**src/rtl/clk_div_pkg.sv**
```systemverilog
// Shared constants for the multi-channel clock divider bank.
package clk_div_pkg;

    localparam logic MODE_SQUARE = 1'b0;
    localparam logic MODE_PULSE  = 1'b1;

endpackage

```
**src/rtl/clk_div_chan.sv**
```systemverilog
// One divider channel: down-counter with double-buffered time constant,
// square/pulse output modes and a terminal-count tick.
module clk_div_chan
    import clk_div_pkg::*;
#(
    parameter int BIT_SZ = 21
) (
    input  logic              clkin,
    input  logic              rst_n,
    input  logic              en,
    input  logic              mode,
    input  logic              load,
    input  logic              sync,
    input  logic [BIT_SZ-1:0] tc,
    output logic              clkout,
    output logic              tick
);

    localparam logic [BIT_SZ-1:0] CTR_ONE = {{(BIT_SZ-1){1'b0}}, 1'b1};

    logic [BIT_SZ-1:0] ctr_reg, ctr_next;
    logic [BIT_SZ-1:0] tc_act_reg, tc_act_next;
    logic [BIT_SZ-1:0] tc_sh_reg, tc_sh_next;
    logic              pend_reg, pend_next;
    logic              clkout_reg, clkout_next;
    logic              tick_reg, tick_next;

    always_comb begin
        ctr_next    = ctr_reg;
        tc_act_next = tc_act_reg;
        tc_sh_next  = tc_sh_reg;
        pend_next   = pend_reg;
        clkout_next = clkout_reg;
        tick_next   = 1'b0;

        if (sync) begin
            ctr_next    = '0;
            clkout_next = 1'b0;
        end else if (en) begin
            if (ctr_reg == '0) begin
                // Commit uses the pre-edge shadow, so a same-cycle load stays pending.
                if (pend_reg) begin
                    ctr_next    = tc_sh_reg;
                    tc_act_next = tc_sh_reg;
                    pend_next   = 1'b0;
                end else begin
                    ctr_next = tc_act_reg;
                end
                tick_next   = 1'b1;
                clkout_next = (mode == MODE_PULSE) ? 1'b1 : ~clkout_reg;
            end else begin
                ctr_next = ctr_reg - CTR_ONE;
                if (mode == MODE_PULSE) begin
                    clkout_next = 1'b0;
                end
            end
        end else if (mode == MODE_PULSE) begin
            clkout_next = 1'b0;
        end

        if (load) begin
            tc_sh_next = tc;
            pend_next  = 1'b1;
        end
    end

    always_ff @(posedge clkin or negedge rst_n) begin
        if (!rst_n) begin
            ctr_reg    <= '0;
            tc_act_reg <= '0;
            tc_sh_reg  <= '0;
            pend_reg   <= 1'b0;
            clkout_reg <= 1'b0;
            tick_reg   <= 1'b0;
        end else begin
            ctr_reg    <= ctr_next;
            tc_act_reg <= tc_act_next;
            tc_sh_reg  <= tc_sh_next;
            pend_reg   <= pend_next;
            clkout_reg <= clkout_next;
            tick_reg   <= tick_next;
        end
    end

    assign clkout = clkout_reg;
    assign tick   = tick_reg;

endmodule

```
**src/rtl/clk_div_bank.sv**
```systemverilog
// Bank of NCH independent programmable clock dividers sharing one clock
// and a global realign strobe.
module clk_div_bank
    import clk_div_pkg::*;
#(
    parameter int BIT_SZ = 21,
    parameter int NCH    = 4
) (
    input  logic                  clkin,
    input  logic                  rst_n,
    input  logic [NCH-1:0]        en,
    input  logic [NCH-1:0]        mode,
    input  logic [NCH*BIT_SZ-1:0] tc_bus,
    input  logic [NCH-1:0]        load,
    input  logic                  sync,
    output logic [NCH-1:0]        clkout,
    output logic [NCH-1:0]        tick
);

    generate
        for (genvar gi = 0; gi < NCH; gi++) begin : g_chan
            clk_div_chan #(
                .BIT_SZ (BIT_SZ)
            ) u_chan (
                .clkin  (clkin),
                .rst_n  (rst_n),
                .en     (en[gi]),
                .mode   (mode[gi]),
                .load   (load[gi]),
                .sync   (sync),
                .tc     (tc_bus[gi*BIT_SZ +: BIT_SZ]),
                .clkout (clkout[gi]),
                .tick   (tick[gi])
            );
        end
    endgenerate

endmodule

```
**config.mk**
```make
export PLATFORM = sky130hd
export DESIGN_NAME = clk_div_bank
export DESIGN_NICKNAME = d
export VERILOG_FILES = /design/src/rtl/clk_div_pkg.sv /design/src/rtl/clk_div_chan.sv /design/src/rtl/clk_div_bank.sv
export SDC_FILE = /design/constraint.sdc
export NUM_CORES = 1
export LEC_CHECK = 0
export CAP_MARGIN = 20
export CORE_MARGIN = 2
export CORE_UTILIZATION = 60
export DETAILED_ROUTE_END_ITERATION = 10
export PLACE_DENSITY = 0.82
export SYNTH_ARGS = -nofsm -noshare
export SYNTH_HDL_FRONTEND = slang
export SYNTH_HIERARCHICAL = 1
export SYNTH_SLANG_ARGS = --single-unit
```
**constraint.sdc**
```tcl
create_clock -name clkin -period 6.3 [get_ports clkin]
set_input_delay 1.89 -clock clkin [delete_from_list [all_inputs] [get_ports clkin]]
set_output_delay 1.89 -clock clkin [all_outputs]
set_load 0.02 [all_outputs]
```
---- After elaboration in Yosys (flattened, before gate mapping) ----
Cells that the tools add are included.
cells by class
  eq/ne operators ......................... 4
  muxes and demuxes ....................... 64
  multiply operators ...................... 0
  bitwise logic cells ..................... 5
  reduce and logical (&&, ||, !) cells .... 24
  magnitude comparators ................... 0
  div/mod/pow operators ................... 0
  shifts and indexed selects .............. 0
  $add $sub $neg .......................... 4
operators by type and width
  operator                                                              count
  21-bit 2-to-1 mux                                                     16
  21-bit logical NOT                                                    4
  21-bit by 1-bit subtractor with 21-bit output, second input constant  4
  1-bit 2-to-1 mux                                                      48
  3-bit AND reduction                                                   8
  2-bit nonzero test                                                    12
  2-bit != test, second input constant                                  4
  1-bit NOT                                                             5
storage, ports and cells
  output and inout port bits .............. 8
  input bits .............................. 99
  flip-flop bits (word level) ............. 264
  word-level logic and storage cells ...... 125
  ROM bits ................................ 0
  bits in latches ......................... 0
  memories ................................ 0
  RAM bits ................................ 0

---- Depth between registers and ports, before layout ----
Gate-level depths: netlist of run 1.
  word-level depth ........................ 5
  mapped depth ............................ 8
  depth with buffers taken out ............ 7

---- Hierarchy ----
Netlist of run 1, hierarchy kept.
modules (own cells, without submodules)
  module                               instances  cells an instance  area an instance (um2)  sequential area each (um2)
  clk_div_chan (g_chan[0].u_chan ...)  3          297                3393.3                  1651.6
  clk_div_chan (g_chan[3].u_chan)      1          311                3563.4                  1651.6

---- Worst setup path after synthesis of run 1 ----
Ideal clock, no wire load.
  path type ............................... input to register
  start point ............................. input en[0]
  end point ............................... register g_chan[0].u_chan.tc_act_reg[17]
  buffers on the path ..................... 3
  path slack .............................. 3.057 ns
  data required time ...................... 6.175 ns
  setup time .............................. 0.125 ns
  stages .................................. 6
  arrival time ............................ 3.118 ns
  cells stage by stage .................... clkbuf_1 -> nor2b_1 -> clkbuf_1 -> nand3_2 -> buf_4 -> mux2_2
between the ends
  cells in the longest elaborated chain, start to end .. 1
ends and longest elaborated chain
  element                        RTL line            source
  start: declaration             clk_div_bank.sv:11  input logic [NCH-1:0] en,
  3-bit AND reduction (no line)  -
  end signal: assignment         clk_div_chan.sv:77  tc_act_reg <= tc_act_next;
  end: declaration               clk_div_chan.sv:22  logic [BIT_SZ-1:0] tc_act_reg, tc_act_next;
No other way between the ends.
A chain may end at the register's enable or synchronous reset.

---- Final worst setup path of run 1 ----
  start point ............................. input en[1]
  end point ............................... register g_chan[1].u_chan.tc_act_reg[9]
between the ends
  cells in the longest elaborated chain, start to end .. 1
ends and longest elaborated chain
  element                        RTL line
  3-bit AND reduction (no line)  -
  end signal: assignment         clk_div_chan.sv:77
  end: declaration               clk_div_chan.sv:22
No other way between the ends.

==> impl_metrics.yaml, run 1 <==
placed_design:
  place_inst: 1531
  place.gp.congestion: 0.882
  port_buffers: 106
  dp_slack_ps: 1900
  dpl.hpwl_um: 19800
sta:
  layout_setup_ws_ps: 2420
  hold_viol_final: 0
  rsz0062_at_grt: "no"
  max_freq_mhz: 258
  fin_tns_setup_ps: 0
  slew-limit-headroom: 0.261
  setup_viol: 0
  tightest_slew_ps: 1100
  period_needed_ps: 3880
  finalCritPeriodShare: 0.616
  final_max_slew_viol_count: 0
  fin_skew_ps: 17.9
floorplanning:
  fp.dieW_um: 155
  die_area_um2: 24100
  dieHeight_um: 155
  start_util: 0.609
  pin_count: 107
  core_area_um2: 22600
  num_rows: 55
power:
  peakVddDrop_mv: 0.261
  leakage_nw: 7.05
  power_density_nw_per_um2: 494
global_routing:
  grt-ovfl-total: 0
  grt_pass1_vias: 10281
  grt_antenna_before_repair: 0
  grt_max_degree: 109
  grt_use_total: 0.253
  grt_pass1_wl_um: 50800
synthesis:
  synth_edf_count: 0
  yosysWarningCount: 6
  avgSynthCellArea_um2: 11.4
  synth_flop_cell: "dfrtp_1"
  synth_cell_types: 62
  synth_fp_nets: 1309
  synthArstFlopShare: 1.00
  synth_seq_cells: 264
  syn_inst: 1202
  yosysSeqAreaShare: 0.481
  mappedNetlistArea_um2: 13700
final_layout:
  area.growth.synth_to_final_pct: 15.6
  nNetsFinal: 1384
  n_antenna_cell: 0
  final_layout_size_suffix_gt1_frac: 0.218
  finalNonFillerCells: 1581
clock_network:
  hold_buffers: 0
  cts_setup_buffers: 0
  path_clk_slew_ps: 60
  clock_sinks: 264
  cts_tree: "built"
  clkLatencyLatePin_ps: 540
  ctsLongestPathBuffers: 3
  cts_made_buffers: 29
  h-tree-depth: 1
  cts_root_buf: "clkbuf_16"
  cts_resized: 0
detailed_routing:
  vias: 10172
  drc_errors: 0
  dr.first_iter.drc_count: 992
  first_pass_iters: 7
  routedWlPerCell_um: 19.2
  final_antenna_net_count: 0
  vias_per_cell: 6.43
  finalWirelength_um: 30400
worst_setup_path:
  worstPathRequired_ps: 6720
  cp-end-kind: "flop"
  worst_setup_path_start_kind: "input port"
  worstSetupPathType: "input port to flop"
  arrival_ps: 4300
  crit_fanout: 35
  reg2reg_slack_ps: 2640
  r2r.worst_path.cells: 5
  r2r_start: "g_chan[2].u_chan/ctr_reg[4]"
  worstReg2RegEnd: "g_chan[2].u_chan/tc_act_reg[8]"
outcome:
  outcome: "finished, final reports clean"
hold_path:
  hold_depth: 2
  min_from: "g_chan[2].u_chan/tc_act_reg[0]"
  hp-class: "flop to flop"
  holdPathEnd: "g_chan[2].u_chan/tc_act_reg[0]"
run:
  max-cap-violations: 0
cells in the final DEF, fill, tap and decap left out, types with 15 or more instances in the layout:
master	instances
dfrtp_1	264
mux2_2	160
clkdlybuf4s50_1	104
o21ai_0	87
mux2i_1	84
nor2_1	50
nand2_1	44
a32o_1	36
inv_1	31
nor3_1	31
clkbuf_16	29
a21oi_1	28
nand3_1	25
nor4_1	18
a211oi_1	16
a22o_1	16
nand4_1	15
buf_4	15
how the worst max path moves through the flow:
stage	from	endpoint	slack, ps	depth (start not counted)
6_report	en[1]	g_chan[1].u_chan/tc_act_reg[9]	2420	5
3_3_place_gp	en[0]	g_chan[0].u_chan/tc_act_reg[16]	1960	5
3_5_place_dp	en[0]	g_chan[0].u_chan/tc_act_reg[18]	1900	5
5_1_grt	en[0]	g_chan[0].u_chan/tc_act_reg[7]	2280	5
4_1_cts	en[0]	g_chan[0].u_chan/tc_act_reg[18]	2450	5
2_1_floorplan	en[0]	g_chan[0].u_chan/tc_act_reg[17]	3060	6
worst max-delay path, stage by stage:
cell and delay [ps]:
clkdlybuf4s50_1 450, buf_4 310, nor2b_1 630, nand3_2 530
mux2_2 480
stage by stage:
step / hold slack [ps] / power [mW] / util / instance area, µm²
2_1_floorplan: 449 / 5.37 / - / 13700
3_3_place_gp: 461 / 6.00 / 0.663 / 15000
3_5_place_dp: 474 / 6.14 / 0.663 / 15000
4_1_cts: 487 / 7.83 / 0.704 / 15900
5_1_grt: 512 / 8.37 / 0.704 / 15900
6_report: 480 / 7.85 / 0.704 / 15900
layout make-up:
type / instances / area, µm²
sequential: 264 / 6610
clock buffer: 46 / 880
multi-input combinational: 829 / 6680
tap: 285 / 357
timing repair buffer: 122 / 1190
clock inverter: 4 / 48.8
fill: 1620 / 6690
inverter: 31 / 116
Yosys cell counts, drive strengths merged, types with 17 or more instances:
library cell,instances,share of area
dfrtp,264,0.48
o21ai,87,0.032
mux2i,84,0.061
nand3,29,0.012
clkbuf,54,0.015
nor3,39,0.018
nand2,48,0.014
nor2,54,0.015
nor4,29,0.024
buf,24,0.0097
mux2,170,0.14
inv,31,0.0085
or4,17,0.011
a21oi,28,0.010
a32o,36,0.026
routing by layer:
layer,vias up,wire (µm),global-route usage,part of all wire
met5,-,0,0,0
met4,0,668,0.0773,0.022
met3,55,1840,0.0404,0.061
met2,362,14500,0.406,0.48
met1,5049,13400,0.358,0.44
li1,4706,-,-,-
kinds of logic (layout without fill, tap and decap cells):
logic type	Yosys count	in the layout	share of synthesized area
simple gates	295	295	0.134
compound gates	269	269	0.140
flops	264	264	0.481
mux	254	254	0.203
buf+inv	109	203	0.0330
fa+ha+maj	8	8	0.00728
xor+xnor	3	3	0.00191
power by group:
group | switching (mW) | internal [mW]
logic | 1.98 | 1.52
clock network | 0.651 | 0.986
registers | 0.487 | 2.22
Note: power is estimated with default switching activity, not from simulation.
==> run 2: changes to the inputs <==
Settings changed: CORE_UTILIZATION 60 to 53, PLACE_DENSITY 0.82 to 0.76.
Clock period 6.3 ns to 3.2 ns, I/O delays scaled along.
==> impl_metrics.yaml, run 2 (same netlist as run 1, synthesis figures left out) <==
power:
  total_power_mw: 15.7
  leakage_nw: 7.22
  peakVddDrop_mv: 0.511
  power.switching_mw: 6.18
  p_seq_frac: 0.342
  power_density_nw_per_um2: 966
  p_sw_frac: 0.395
  p_clk_frac: 0.202
  pwr-share-comb: 0.457
  p_int_mw: 9.47
sta:
  setup_viol: 0
  layout_setup_ws_ps: 596
  hold_viol_final: 0
  rsz0062_at_grt: "no"
  final_max_slew_viol_count: 0
  finalCritPeriodShare: 0.814
  max_freq_mhz: 384
  slew-limit-headroom: 0.277
  fin_tns_setup_ps: 0
  period_needed_ps: 2600
  fin_skew_ps: 17.8
  tightest_slew_ps: 1080
final_layout:
  area.growth.synth_to_final_pct: 17.9
  final_cell_area_um2: 16200
  final_common_cell: "dfrtp_1"
  n_antenna_cell: 0
  final_layout_size_suffix_gt1_frac: 0.239
  nNetsFinal: 1417
  layout_common_cells: "dfrtp_1, mux2_2, clkdlybuf4s50_1"
  post-route-util: 0.640
  nFillCells: 1996
worst_setup_path:
  arrival_ps: 3030
  crit_fanout: 16
  worst_setup_path_start_kind: "flop"
  cp-end-kind: "flop"
  worstSetupPathType: "flop to flop"
  worstPathRequired_ps: 3630
detailed_routing:
  final_antenna_net_count: 0
  vias: 10172
  drc_errors: 0
  first_pass_iters: 5
  finalWirelength_um: 30900
  vias_per_cell: 6.13
  dr.first_iter.drc_count: 762
  routedWlPerCell_um: 18.6
floorplanning:
  dieHeight_um: 165
  die_area_um2: 27200
  start_util: 0.543
  fp.dieW_um: 165
  core_area_um2: 25300
  num_rows: 58
  pin_count: 107
clock_network:
  cts_root_buf: "clkbuf_16"
  cts_resized: 0
  cts_tree: "built"
  cts_made_buffers: 29
  path_clk_slew_ps: 60
  cts_setup_buffers: 0
  ctsLongestPathBuffers: 3
  clkLatencyLatePin_ps: 550
  clock_sinks: 264
  hold_buffers: 0
  h-tree-depth: 1
global_routing:
  grt_pass1_vias: 10129
  grt_use_total: 0.230
  grt_antenna_before_repair: 0
  grt-ovfl-total: 0
  grt_pass1_wl_um: 51300
  grt_max_degree: 82
outcome:
  outcome: "finished, final reports clean"
placed_design:
  place.gp.congestion: 0.884
  place_area_um2: 15300
  dp_slack_ps: 253
  dpl.hpwl_um: 20700
  port_buffers: 106
hold_path:
  hp-class: "input port to async pin"
run:
  max-cap-violations: 0
-- run 2: cell types whose count changed in the layout (fill, tap and decap cells not counted), sizes merged --
| cell | before | now |
|---|---|---|
| clkbuf | 46 | 39 |
| clkinvlp | 0 | 1 |
| clkinv | 2 | 8 |
| buf | 18 | 51 |
-- run 2: power groups by stage --
stage | Combinational, mW | Clock (mW) | Sequential [mW]
floorplan | 5.47 | 0 | 5.09
global placement | 6.85 | 0 | 5.31
detailed placement | 7.04 | 0 | 5.37
CTS | 7.10 | 3.25 | 5.33
global route | 7.89 | 3.38 | 5.50
finish | 7.15 | 3.16 | 5.35
-- run 2: layout make-up --
class	instances	area [µm²]	area share
tap	330	413	0.0255
timing repair buffer	155	1480	0.0913
multi-input combinational	829	6680	0.413
sequential	264	6610	0.408
clock inverter	11	86.3	0.00533
clock buffer	39	813	0.0502
inverter	31	116	0.00718
-- run 2: worst paths after layout --
check	from	endpoint	slack (ps)	cells after the start
hold / removal	rst_n	g_chan[1].u_chan/tc_sh_reg[5]	410	1
min in group clkin	g_chan[2].u_chan/tc_act_reg[1]	g_chan[2].u_chan/tc_act_reg[1]	480	2
max in group asynchronous	rst_n	g_chan[3].u_chan/tc_act_reg[0]	1970	2
hold reg to reg	g_chan[2].u_chan/tc_act_reg[1]	g_chan[2].u_chan/tc_act_reg[1]	480	2
setup reg to reg	g_chan[1].u_chan/ctr_reg[10]	g_chan[1].u_chan/tc_act_reg[20]	600	5
setup / recovery	g_chan[1].u_chan/ctr_reg[10]	g_chan[1].u_chan/tc_act_reg[20]	600	5
-- run 2: worst max-delay path: stages, from the launching register on --
cell and delay (ps):
dfrtp_1 450, nor4_1 540, nand3_1 200, nor2_2 320, nand3_2 500, mux2_2 460
-- run 2: per-layer routing --
layer	vias to the layer above	track usage	routed length [µm]
li1	4773	-	-
met1	5087	0.326	14100
met2	263	0.374	14700
met3	49	0.0281	1320
met4	0	0.0617	689
met5	-	0	0
-- run 2: stage by stage --
step                cells  hold slack, ps
CTS                  1659             421
detailed placement   1609             472
finish               1659             409
floorplan            1202             449
global route         1659             444
global placement     1609             464
==> run 3: changes to the inputs <==
Clock period 3.2 ns to 2.15 ns, I/O delays scaled along.
==> impl_metrics.yaml, run 3 (same netlist as run 1, synthesis figures left out) <==
worst_setup_path:
  arrival_ps: 2600
  crit_path_cell_trace: "or4_4 -> nor4_4 -> nand3_1 -> or4_1 -> o211ai_1"
  r2r_start: "g_chan[0].u_chan/ctr_reg[4]"
  crit_fanout: 4
  critPathMaxStageDelay_ps: 600
  r2r.worst_path.cells: 5
  worst_setup_path_start_kind: "flop"
  worstPathRequired_ps: 2600
  worstSetupPathType: "flop to flop"
  reg2reg_slack_ps: 4
  cp_slowest_cell: "or4_4"
  worstReg2RegEnd: "g_chan[0].u_chan/ctr_reg[19]"
  cp-end-kind: "flop"
final_layout:
  final_layout_size_suffix_gt1_frac: 0.309
  layout_common_cells: "dfrtp_1, mux2_2, buf_4"
  finalNonFillerCells: 1752
  nNetsFinal: 1511
  multi_input_area_um2: 6810
  n_antenna_cell: 0
  ff_latch_area_um2: 6620
  post-route-util: 0.680
  final_common_cell: "dfrtp_1"
  nFillCells: 1851
  area.growth.synth_to_final_pct: 25.2
power:
  leakage_nw: 7.83
  peakVddDrop_mv: 0.926
  power_density_nw_per_um2: 1470
  p_int_mw: 15.7
  p_clk_frac: 0.195
  pwr-share-comb: 0.494
  power.switching_mw: 9.61
  p_seq_frac: 0.311
  p_sw_frac: 0.380
detailed_routing:
  final_antenna_net_count: 0
  drc_errors: 0
  vias_per_cell: 6.05
  dr.first_iter.drc_count: 680
  first_pass_iters: 5
  vias: 10604
  routedWlPerCell_um: 18.2
  finalWirelength_um: 31900
sta:
  finalCritPeriodShare: 0.998
  fin_skew_ps: 9.87
  slew-limit-headroom: 0.682
  worst_hold_slack_ps: 483
  final_max_slew_viol_count: 0
  hold_viol_final: 0
  setup_viol: 0
  rsz0062_at_grt: "yes"
  max_freq_mhz: 466
  period_needed_ps: 2150
  tightest_slew_ps: 472
  layout_setup_ws_ps: 3.56
hold_path:
  holdPathEnd: "g_chan[1].u_chan/tc_act_reg[5]"
  hold_depth: 2
  min_from: "g_chan[1].u_chan/tc_act_reg[5]"
  hp-class: "flop to flop"
clock_network:
  ctsLongestPathBuffers: 3
  cts_root_buf: "clkbuf_16"
  h-tree-depth: 1
  clock_sinks: 264
  clkLatencyLatePin_ps: 540
  cts_tree: "built"
  path_clk_slew_ps: 60
  cts_made_buffers: 28
global_routing:
  grt_antenna_before_repair: 0
  grt-ovfl-total: 0
  grt_pass1_vias: 10650
  grt_use_total: 0.238
  grt_pass1_wl_um: 53200
  grt_max_degree: 50
floorplanning:
  die_area_um2: 27200
  start_util: 0.543
  fp.dieW_um: 165
  core_area_um2: 25300
  num_rows: 58
  pin_count: 107
  dieHeight_um: 165
placed_design:
  dpl.hpwl_um: 22600
  dp_slack_ps: -48.7
  place_inst: 1698
  port_buffers: 106
  place.gp.congestion: 0.917
run:
  max-cap-violations: 0
outcome:
  outcome: "finished, final reports clean"
[run 3: cell count changes in the layout (fill, tap and decap cells not counted), sizes merged, moves of 2 or more]
cell	before	now
buf	51	145
bufinv	1	3
dlygate4sd2	0	6
clkdlybuf4s50	104	97
[run 3: worst max path at each step]
| stage | slack, ps | from | end | depth (start not counted) |
|---|---|---|---|---|
| final | 4 | g_chan[0].u_chan/ctr_reg[4] | g_chan[0].u_chan/ctr_reg[19] | 5 |
| after global routing | -50 | g_chan[1].u_chan/ctr_reg[4] | g_chan[1].u_chan/ctr_reg[12] | 5 |
| after CTS | 3 | g_chan[2].u_chan/ctr_reg[4] | g_chan[2].u_chan/ctr_reg[7] | 5 |
| after detailed placement | -50 | en[0] | g_chan[0].u_chan/tc_act_reg[19] | 5 |
| after global placement | -30 | en[0] | g_chan[0].u_chan/tc_act_reg[6] | 5 |
| after floorplan | 60 | g_chan[0].u_chan/ctr_reg[0] | g_chan[0].u_chan/ctr_reg[12] | 7 |
[run 3: critical path, delay by kind of cell (launching register included)]
kind | cells | cell delay (ps)
AO/OA/AOI/OAI | 1 | 110
AND/OR/NAND/NOR | 4 | 1510
flip-flops | 1 | 440
[run 3: power by group through the flow]
stage	Combinational, mW	Clock [mW]	Sequential (mW)
3_5_place_dp	12.0	0	7.83
2_1_floorplan	8.14	0	7.58
4_1_cts	12.1	5.05	7.76
3_3_place_gp	11.7	0	7.73
6_report	12.5	4.93	7.85
5_1_grt	13.7	5.26	8.06
[run 3: metal layers]
layer	wire, µm	track usage
met1	14100	0.326
met2	15400	0.403
met3	1670	0.0299
met4	740	0.0609
met5	0	0
[run 3: final cells by class]
type | count | area share
repair buffers | 250 | 0.134
clock inverters | 10 | 0.00727
flip-flops and latches | 264 | 0.384
well taps | 330 | 0.0240
multi-input cells | 829 | 0.396
inverters | 31 | 0.00676
clock buffers | 38 | 0.0476
[run 3: stage by stage]
step                      instance area (µm²)  setup TNS, ps  power (mW)
after detailed placement                16100           -587        19.8
final                                   17200              0        25.3
after CTS                               17100              0        24.9
after floorplan                         13700              0        15.7
after global placement                  16100           -414        19.4
after global routing                    17200           -278        27.0
[run 3: timing repair]
| action | CTS | global route |
|---|---|---|
| gates resized for setup | 9 | 32 |
| pin swaps | 0 | 15 |
| buffers inserted | 0 | 5 |
| hold buffers | 1 | 0 |
| endpoints found under the setup margin | 9 | 76 |
| hold endpoints to repair | 10 | 0 |
